File: src/rtl/pipe_io_port.sv
// pipe_io_port: memory-mapped I/O port for the MEM/WB pipeline.
// Three 8-bit output latches (OUT0..OUT2) are converted to two-digit BCD by a
// shared double-dabble engine and shown on six active-low seven-segment digits.
// Two 5-bit input ports return the synchronized, debounced board switches.
// Optional feature macro: IO_HEX_BLANK_EN (blank the tens digit for values < 10).
module pipe_io_port #(
  parameter int DEBOUNCE_CYCLES = 16
) (
  input  logic        clock,
  input  logic        resetn,
  input  logic        we,
  input  logic [31:0] addr,
  input  logic [31:0] wdata,
  input  logic [9:0]  sw,
  output logic        io_sel,
  output logic [31:0] rdata,
  output logic [6:0]  hex0,
  output logic [6:0]  hex1,
  output logic [6:0]  hex2,
  output logic [6:0]  hex3,
  output logic [6:0]  hex4,
  output logic [6:0]  hex5,
  output logic        busy
);

  typedef enum logic [1:0] {
    ST_IDLE  = 2'd0,
    ST_SHIFT = 2'd1,
    ST_WRBK  = 2'd2
  } state_t;

  localparam int CW = (DEBOUNCE_CYCLES > 1) ? $clog2(DEBOUNCE_CYCLES) : 1;

  localparam logic [6:0] SEG_ZERO  = 7'h40;
  localparam logic [6:0] SEG_BLANK = 7'h7F;
`ifdef IO_HEX_BLANK_EN
  localparam logic [6:0] TENS_RST = SEG_BLANK;
`else
  localparam logic [6:0] TENS_RST = SEG_ZERO;
`endif

  // BCD digit to active-low segment code (g..a); anything above 9 shows blank.
  function automatic logic [6:0] seg7(input logic [3:0] d);
    logic [6:0] code;
    case (d)
      4'd0:    code = 7'h40;
      4'd1:    code = 7'h79;
      4'd2:    code = 7'h24;
      4'd3:    code = 7'h30;
      4'd4:    code = 7'h19;
      4'd5:    code = 7'h12;
      4'd6:    code = 7'h02;
      4'd7:    code = 7'h78;
      4'd8:    code = 7'h00;
      4'd9:    code = 7'h10;
      default: code = SEG_BLANK;
    endcase
    return code;
  endfunction

  // Tens digit code; with blanking enabled a leading zero is suppressed.
  function automatic logic [6:0] tens_seg(input logic [3:0] d);
    logic [6:0] code;
`ifdef IO_HEX_BLANK_EN
    if (d == 4'd0) code = SEG_BLANK;
    else           code = seg7(d);
`else
    code = seg7(d);
`endif
    return code;
  endfunction

  // One double-dabble iteration on {hundreds, tens, ones, binary}.
  function automatic logic [19:0] dabble_step(input logic [19:0] v);
    logic [19:0] t;
    t = v;
    if (t[11:8] >= 4'd5)  t[11:8]  = t[11:8]  + 4'd3;
    else                  t[11:8]  = t[11:8];
    if (t[15:12] >= 4'd5) t[15:12] = t[15:12] + 4'd3;
    else                  t[15:12] = t[15:12];
    if (t[19:16] >= 4'd5) t[19:16] = t[19:16] + 4'd3;
    else                  t[19:16] = t[19:16];
    return {t[18:0], 1'b0};
  endfunction

  state_t          state_r;
  logic [2:0]      pending_r;
  logic [7:0]      out_r [3];
  logic [19:0]     shift_r;
  logic [2:0]      iter_r;
  logic [1:0]      sel_r;
  logic [6:0]      seg_r [6];
  logic            busy_r;

  logic [2:0]      wr_set_s;
  logic [2:0]      clr_s;
  logic [1:0]      pick_s;
  logic [7:0]      snap_s;

  logic [9:0]      sync_a_r;
  logic [9:0]      sync_b_r;
  logic [CW-1:0]   db_cnt_r;
  logic [9:0]      deb_r;

  // Address decode: I/O select, combinational read mux and write strobes.
  always_comb begin
    io_sel   = 1'b0;
    rdata    = 32'd0;
    wr_set_s = 3'b000;
    case (addr[7:0])
      8'h80: begin
        io_sel   = 1'b1;
        rdata    = {24'd0, out_r[0]};
        wr_set_s = {2'b00, we};
      end
      8'h84: begin
        io_sel   = 1'b1;
        rdata    = {24'd0, out_r[1]};
        wr_set_s = {1'b0, we, 1'b0};
      end
      8'h88: begin
        io_sel   = 1'b1;
        rdata    = {24'd0, out_r[2]};
        wr_set_s = {we, 2'b00};
      end
      8'hC0: begin
        io_sel   = 1'b1;
        rdata    = {27'd0, deb_r[4:0]};
      end
      8'hC4: begin
        io_sel   = 1'b1;
        rdata    = {27'd0, deb_r[9:5]};
      end
      default: begin
        io_sel   = 1'b0;
        rdata    = 32'd0;
        wr_set_s = 3'b000;
      end
    endcase
  end

  // Lowest-numbered pending port, its current latch value and the clear strobe.
  always_comb begin
    pick_s = 2'd0;
    snap_s = 8'd0;
    clr_s  = 3'b000;
    if (pending_r[0]) begin
      pick_s = 2'd0;
      snap_s = out_r[0];
    end else if (pending_r[1]) begin
      pick_s = 2'd1;
      snap_s = out_r[1];
    end else if (pending_r[2]) begin
      pick_s = 2'd2;
      snap_s = out_r[2];
    end else begin
      pick_s = 2'd0;
      snap_s = 8'd0;
    end
    if ((state_r == ST_IDLE) && (|pending_r)) clr_s = 3'b001 << pick_s;
    else                                      clr_s = 3'b000;
  end

  // Output latches, pending flags and the BCD converter FSM with segment writeback.
  always_ff @(posedge clock) begin
    if (!resetn) begin
      state_r   <= ST_IDLE;
      pending_r <= 3'b000;
      shift_r   <= 20'd0;
      iter_r    <= 3'd0;
      sel_r     <= 2'd0;
      busy_r    <= 1'b0;
      for (int i = 0; i < 3; i++) out_r[i] <= 8'd0;
      for (int i = 0; i < 3; i++) begin
        seg_r[2*i]   <= SEG_ZERO;
        seg_r[2*i+1] <= TENS_RST;
      end
    end else begin
      for (int i = 0; i < 3; i++) begin
        if (wr_set_s[i]) out_r[i] <= wdata[7:0];
        else             out_r[i] <= out_r[i];
      end
      // A write on the same edge as selection keeps the flag set.
      pending_r <= (pending_r & ~clr_s) | wr_set_s;
      case (state_r)
        ST_IDLE: begin
          if (|pending_r) begin
            sel_r   <= pick_s;
            shift_r <= {12'd0, snap_s};
            iter_r  <= 3'd0;
            state_r <= ST_SHIFT;
            busy_r  <= 1'b1;
          end else begin
            busy_r  <= 1'b0;
          end
        end
        ST_SHIFT: begin
          shift_r <= dabble_step(shift_r);
          iter_r  <= iter_r + 3'd1;
          busy_r  <= 1'b1;
          if (iter_r == 3'd7) state_r <= ST_WRBK;
          else                state_r <= ST_SHIFT;
        end
        ST_WRBK: begin
          // Hundreds digit is dropped: only value mod 100 is displayed.
          case (sel_r)
            2'd0: begin
              seg_r[0] <= seg7(shift_r[11:8]);
              seg_r[1] <= tens_seg(shift_r[15:12]);
            end
            2'd1: begin
              seg_r[2] <= seg7(shift_r[11:8]);
              seg_r[3] <= tens_seg(shift_r[15:12]);
            end
            2'd2: begin
              seg_r[4] <= seg7(shift_r[11:8]);
              seg_r[5] <= tens_seg(shift_r[15:12]);
            end
            default: begin
            end
          endcase
          state_r <= ST_IDLE;
          busy_r  <= 1'b0;
        end
        default: begin
          state_r <= ST_IDLE;
          busy_r  <= 1'b0;
        end
      endcase
    end
  end

  // Switch path: two-flop synchronizer, stability counter and debounced register.
  always_ff @(posedge clock) begin
    if (!resetn) begin
      sync_a_r <= 10'd0;
      sync_b_r <= 10'd0;
      db_cnt_r <= '0;
      deb_r    <= 10'd0;
    end else begin
      sync_a_r <= sw;
      sync_b_r <= sync_a_r;
      if (sync_a_r != sync_b_r) begin
        db_cnt_r <= '0;
      end else if (db_cnt_r == CW'(DEBOUNCE_CYCLES - 1)) begin
        deb_r    <= sync_b_r;
      end else begin
        db_cnt_r <= db_cnt_r + CW'(1);
      end
    end
  end

  assign hex0 = seg_r[0];
  assign hex1 = seg_r[1];
  assign hex2 = seg_r[2];
  assign hex3 = seg_r[3];
  assign hex4 = seg_r[4];
  assign hex5 = seg_r[5];
  assign busy = busy_r;

endmodule

File: config.mk
export PLATFORM = sky130hd
export DESIGN_NAME = pipe_io_port
export DESIGN_NICKNAME = d
export VERILOG_FILES = /design/src/rtl/pipe_io_port.sv
export SDC_FILE = /design/constraint.sdc
export NUM_CORES = 1
export LEC_CHECK = 0
export BUFFER_PORTS_ARGS = -buffer_cell sky130_fd_sc_hd__buf_2
export CORE_ASPECT_RATIO = 0.8
export CORE_MARGIN = 4
export CORE_UTILIZATION = 35
export DETAILED_ROUTE_END_ITERATION = 8
export PLACE_DENSITY = 0.68
export SYNTH_ARGS = -nofsm -noshare
export SYNTH_HDL_FRONTEND = slang
export SYNTH_SLANG_ARGS = --single-unit
File: constraint.sdc
create_clock -name clock -period 2.4 [get_ports clock]
set_input_delay 0.36 -clock clock [delete_from_list [all_inputs] [get_ports clock]]
set_output_delay 0.36 -clock clock [all_outputs]
set_load 0.05 [all_outputs]
# Word-level counts from Yosys, hierarchy flattened
# Memory sizes are Yosys's and may differ from the RTL's. A register that Yosys moved wholly into a read port is not among the register bits.
# Cells that the tools add are included.
# op_classes
n_addsub,5
magnitude_cmp,3
n_eq_ne,13
shift,1
n_mux,95
bitwise,17
reduce_logical,10
# ops
cell,count
$mux W7,24
$mux W8,9
$mux W4,14
$eq A8 B8 Y1 const B,5
$pmux W20 S2,1
$pmux W8 S5,1
$mux W1,33
$mux W20,1
$ge A4 B3 Y1 const B,3
$or A1 B1 Y1,12
$mux W2,5
$ne A10 B10 Y1,1
$mux W3,3
$pmux W3 S3,1
$add A4 B2 Y4 const B,2
$pmux W3 S2,1
$reduce_and A2 Y1,3
$reduce_or A5 Y1,1
$add A4 B1 Y4 const B,1
$eq A2 B1 Y1 const B,2
$eq A2 B2 Y1 const B,2
$eq A4 B4 Y1 const B,1
$logic_not A2 Y1,2
$pmux W2 S2,1
other kinds (14),15
# word_totals
regBits,65
ramBits,66
romBits,672
in_bits,77
output_inout_bits,76
elab_cells,162
mem_count,8
# mem_list
memory,depth,word_bits,read_ports,rd_ports_with_merged_regs,wr,line,text
(name not given),16,7,1,1,0,45,case (d)
(name not given),16,7,1,1,0,45,
(name not given),16,7,1,1,0,45,
(name not given),16,7,1,1,0,45,
(name not given),16,7,1,1,0,45,
(name not given),16,7,1,1,0,45,
+2 memories,-,-,-,-,-,-,

# Longest topological paths before layout
# depth
word_depth,8
mapped_depth,11
mapped_depth_nobuf,11

# Worst setup path after synthesis
# OpenSTA, ideal clock, no wires.
# synth_path
path_kind,input port to output port
start,input addr[1]
end,output rdata[1]
arrival_ns,2.274
setup_slack_ns,-0.234
cell_stages,3
n_path_buf,0
path_cell_list,nor4b_1 > a22oi_1 > o21ai_0
# synth_between
elab_chain_cells,2
# synth_rtl
element,line,text
from (decl),12,"input logic [31:0] addr,"
$eq A8 B8 Y1,110,case (addr[7:0])
$pmux W8 S5 (*),110,
to (decl),16,"output logic [31:0] rdata,"
# Every way passes the cells marked *; elsewhere a longest branch is shown, timed or not.

==> flow_metrics.tcl <==
set metrics [dict create \
    cp-start-kind "register" \
    skew_ps 5.477 \
    p_int_mw 4.108 \
    coreArea_mm2 0.01759 \
    ant_nets 0 \
    ir_drop_v 0.0003199 \
    finalSetupViolations 0 \
    area_delta_synth_final_pct 20.04 \
    drt_wl_total_um 13250 \
    synth_cell_type_count 72 \
    place.gp.congestion 0.7687 \
    n_antenna_cell 0 \
    power_mw 5.396 \
    port-buffer-count 80 \
    p_switching_mw 1.289 \
    cts_buffers 17 \
    fillers 1616 \
    setup-tns-final_ps 0 \
    cts_num_sinks 141 \
    grt_pass1_vias 4323 \
    drtIter0Drc 320 \
    drc 0 \
    cts_root_buffer "clkbuf_16" \
    async_flop_share 0 \
    vias 4474 \
    track_usage 0.1319 \
    synth.top_cell.area_share 0.3106 \
    io_pins 153 \
    ys_seq_area_frac 0.5459 \
    cts_max_level 4 \
    maxCapViolCount 0 \
    path_clk_slew_ps 60 \
    yosysMostFrequentCell "dfxtp_1" \
    clkLatencyLatePin_ps 410 \
    netlist_top_cells_area "edfxtp_1 31%, dfxtp_1 24%, and2_1 6.0%" \
    relSlewSlack 0.5774 \
    final_hold_viol_count 0 \
    avgViaCountPerCell 4.837 \
    synth-seq-cells 141 \
    p_leak_nw 3.055 \
    clockBufferDepth 2 \
    slew_viol_final 0 \
    synth-edff-count 66 \
    rows 43 \
    grt_max_degree 71 \
    status "finished, final reports clean" \
    antenna_found_initial 0 \
    hold_path.class "input port to register" \
    dpl.hpwl_um 9567 \
    combPwrFrac 0.064 \
    required_ps 2690 \
    hp-start "sw[8]" \
    ctsHoldBuffers 0 \
    drive_gt1_frac 0.2371 \
    end_kind "register" \
    wl_per_cell_um 14.32 \
    yosysWarnings 0 \
    grt_pass1_wl_um 21860 \
    synth_ff_type "dfxtp_1" \
    clock_power_share 0.451 \
    dr.pass1.iters 4 \
    seqPwrFrac 0.486 \
    critPathKind "register to register" \
    p_sw_frac 0.2388 \
    initial_core_util 0.3627 \
    fin_nets 781 \
    grt-ovfl-total 0 \
    cp_max_fo 4 \
    finalCritPeriodShare 0.9571 \
    syn_inst 592 \
    yosys.area.top_type "edfxtp_1" \
    postSynthAreaPerCell_um2 10.78 \
    die_width_um 159.0 \
    fmax_mhz 435.4 \
    syn_area_mm2 0.006381 \
    worst_pin_slew_ps 632.7 \
    period_minus_slack_ps 2297 \
    power_density_mw_per_mm2 704.5 \
    synthTopCellsByCount "75 x dfxtp_1, 66 x edfxtp_1, 61 x and2_1, 52 x nand2_1, 32 x o21ai_0" \
    timing.rr.start "shift_r[13]$_SDFFE_PN0N_" \
    crit_arrival_ps 2590 \
    fp.dieH_um 128.8 \
    design.die.area_mm2 0.02047 \
    crit_start "shift_r[13]$_SDFFE_PN0N_" \
    cts_tree "built" \
]
per-stage QoR:
stage | utilization | cells | setup slack, ps | instance area, um2 | hold WS, ps
CTS | 0.4333 | 924 | 43.22 | 7624 | 129.6
floorplan | - | 615 | 5.447 | 6467 | 435.6
detailed placement | 0.4015 | 892 | 70.53 | 7063 | 454.3
global placement | 0.4015 | 892 | 75.99 | 7063 | 451.2
finish | 0.4354 | 925 | 103.0 | 7660 | 145.0
global route | 0.4354 | 925 | -24.60 | 7660 | 135.8
power groups by stage:
stage	Combinational, mW	Clock [mW]	Sequential [mW]
6_report	0.343	2.43	2.62
5_1_grt	0.368	2.63	2.63
4_1_cts	0.345	2.49	2.62
3_5_place_dp	0.344	0	2.67
3_3_place_gp	0.342	0	2.67
2_1_floorplan	0.211	0	2.74
sequential cells by signal (all words and copies together) (netlist names), 3 cells and up, named ones only:
| register | flops |
|---|---|
| pending_r | 3 |
| iter_r | 3 |
| deb_r | 10 |
| sync_a_r | 10 |
| out_r | 24 |
| sync_b_r | 10 |
| shift_r | 16 |
| db_cnt_r | 4 |
| seg_r | 42 |
layout make-up:
class	count	area (um2)	area share
Sequential cell	141	3487	0.4552
Timing Repair Buffer	107	615.6	0.08037
Inverter	11	41.29	0.005390
Clock inverter	12	82.58	0.01078
Multi-Input combinational cell	409	2674	0.3491
Clock buffer	20	478.0	0.06240
Tap cell	225	281.5	0.03675
critical path: stages (launching register included):
cell and delay (ps):
dfxtp_2 350, inv_1 80, ha_1 180, nand2b_1 180
a21o_1 200, xnor2_1 160, a22o_1 200, nand2_2 90
ha_2 220, nor2b_1 130, a211oi_2 260, a21boi_1 110
what timing repair did:
| action | in CTS | in global routing |
|---|---|---|
| setup endpoints to repair | 0 | 10 |
| setup buffers | 0 | 1 |
| resized for setup | 0 | 11 |
logic make-up (layout without fill, tap and decap cells):
| group | count (synthesis) | after routing | share of synthesized area |
|---|---|---|---|
| DFF | 141 | 141 | 0.5459 |
| other | 1 | 24 | 0.0005877 |
| AOI/OAI and AO/OA | 115 | 115 | 0.1298 |
| muxes | 6 | 6 | 0.009412 |
| xor gates and xnor gates | 14 | 14 | 0.01922 |
| and+or+nand+nor | 233 | 233 | 0.2082 |
| adders and majority gates | 17 | 17 | 0.03333 |
| buffers and inverters | 65 | 150 | 0.05353 |
final timing paths:
path                            slack [ps]                      to  depth (start not counted)
worst max-delay path                   100                register                         11
worst min-delay path                   140  sync_a_r[8]$_SDFF_PN0_                          2
worst max register to register         100                register                         11
worst min register to register         460   deb_r[9]$_SDFFE_PN0P_                          2
routing by layer:
layer  up-vias  wire length (um)  GRT usage
met2        64              6053     0.2053
met4         0               178    0.04439
met1      2127              6607     0.1827
met3        17               407    0.03106
met5         -                 0          0
li1       2266                 -          -
cells in the final DEF (no fill, tap or decap), types with 7 or more instances in the layout:
master     netlist  final
nand3_1         18     18
conb_1           1     24
a22oi_1         19     19
clkbuf_16        0     18
inv_1            9      7
a21oi_1          9      8
nor2b_1         17     17
and2_1          61     61
buf_2            6     80
ha_1            17     15
nand2b_1        10     10
nor2_1          22     22
o21ai_0         32     27
xnor2_1         11     11
buf_4           24     26
dfxtp_1         75     72
edfxtp_1        66     66
and3_1          19     19
nand2_1         52     51
o21ai_1          3      8
Power figures use the tool's default switching activity.
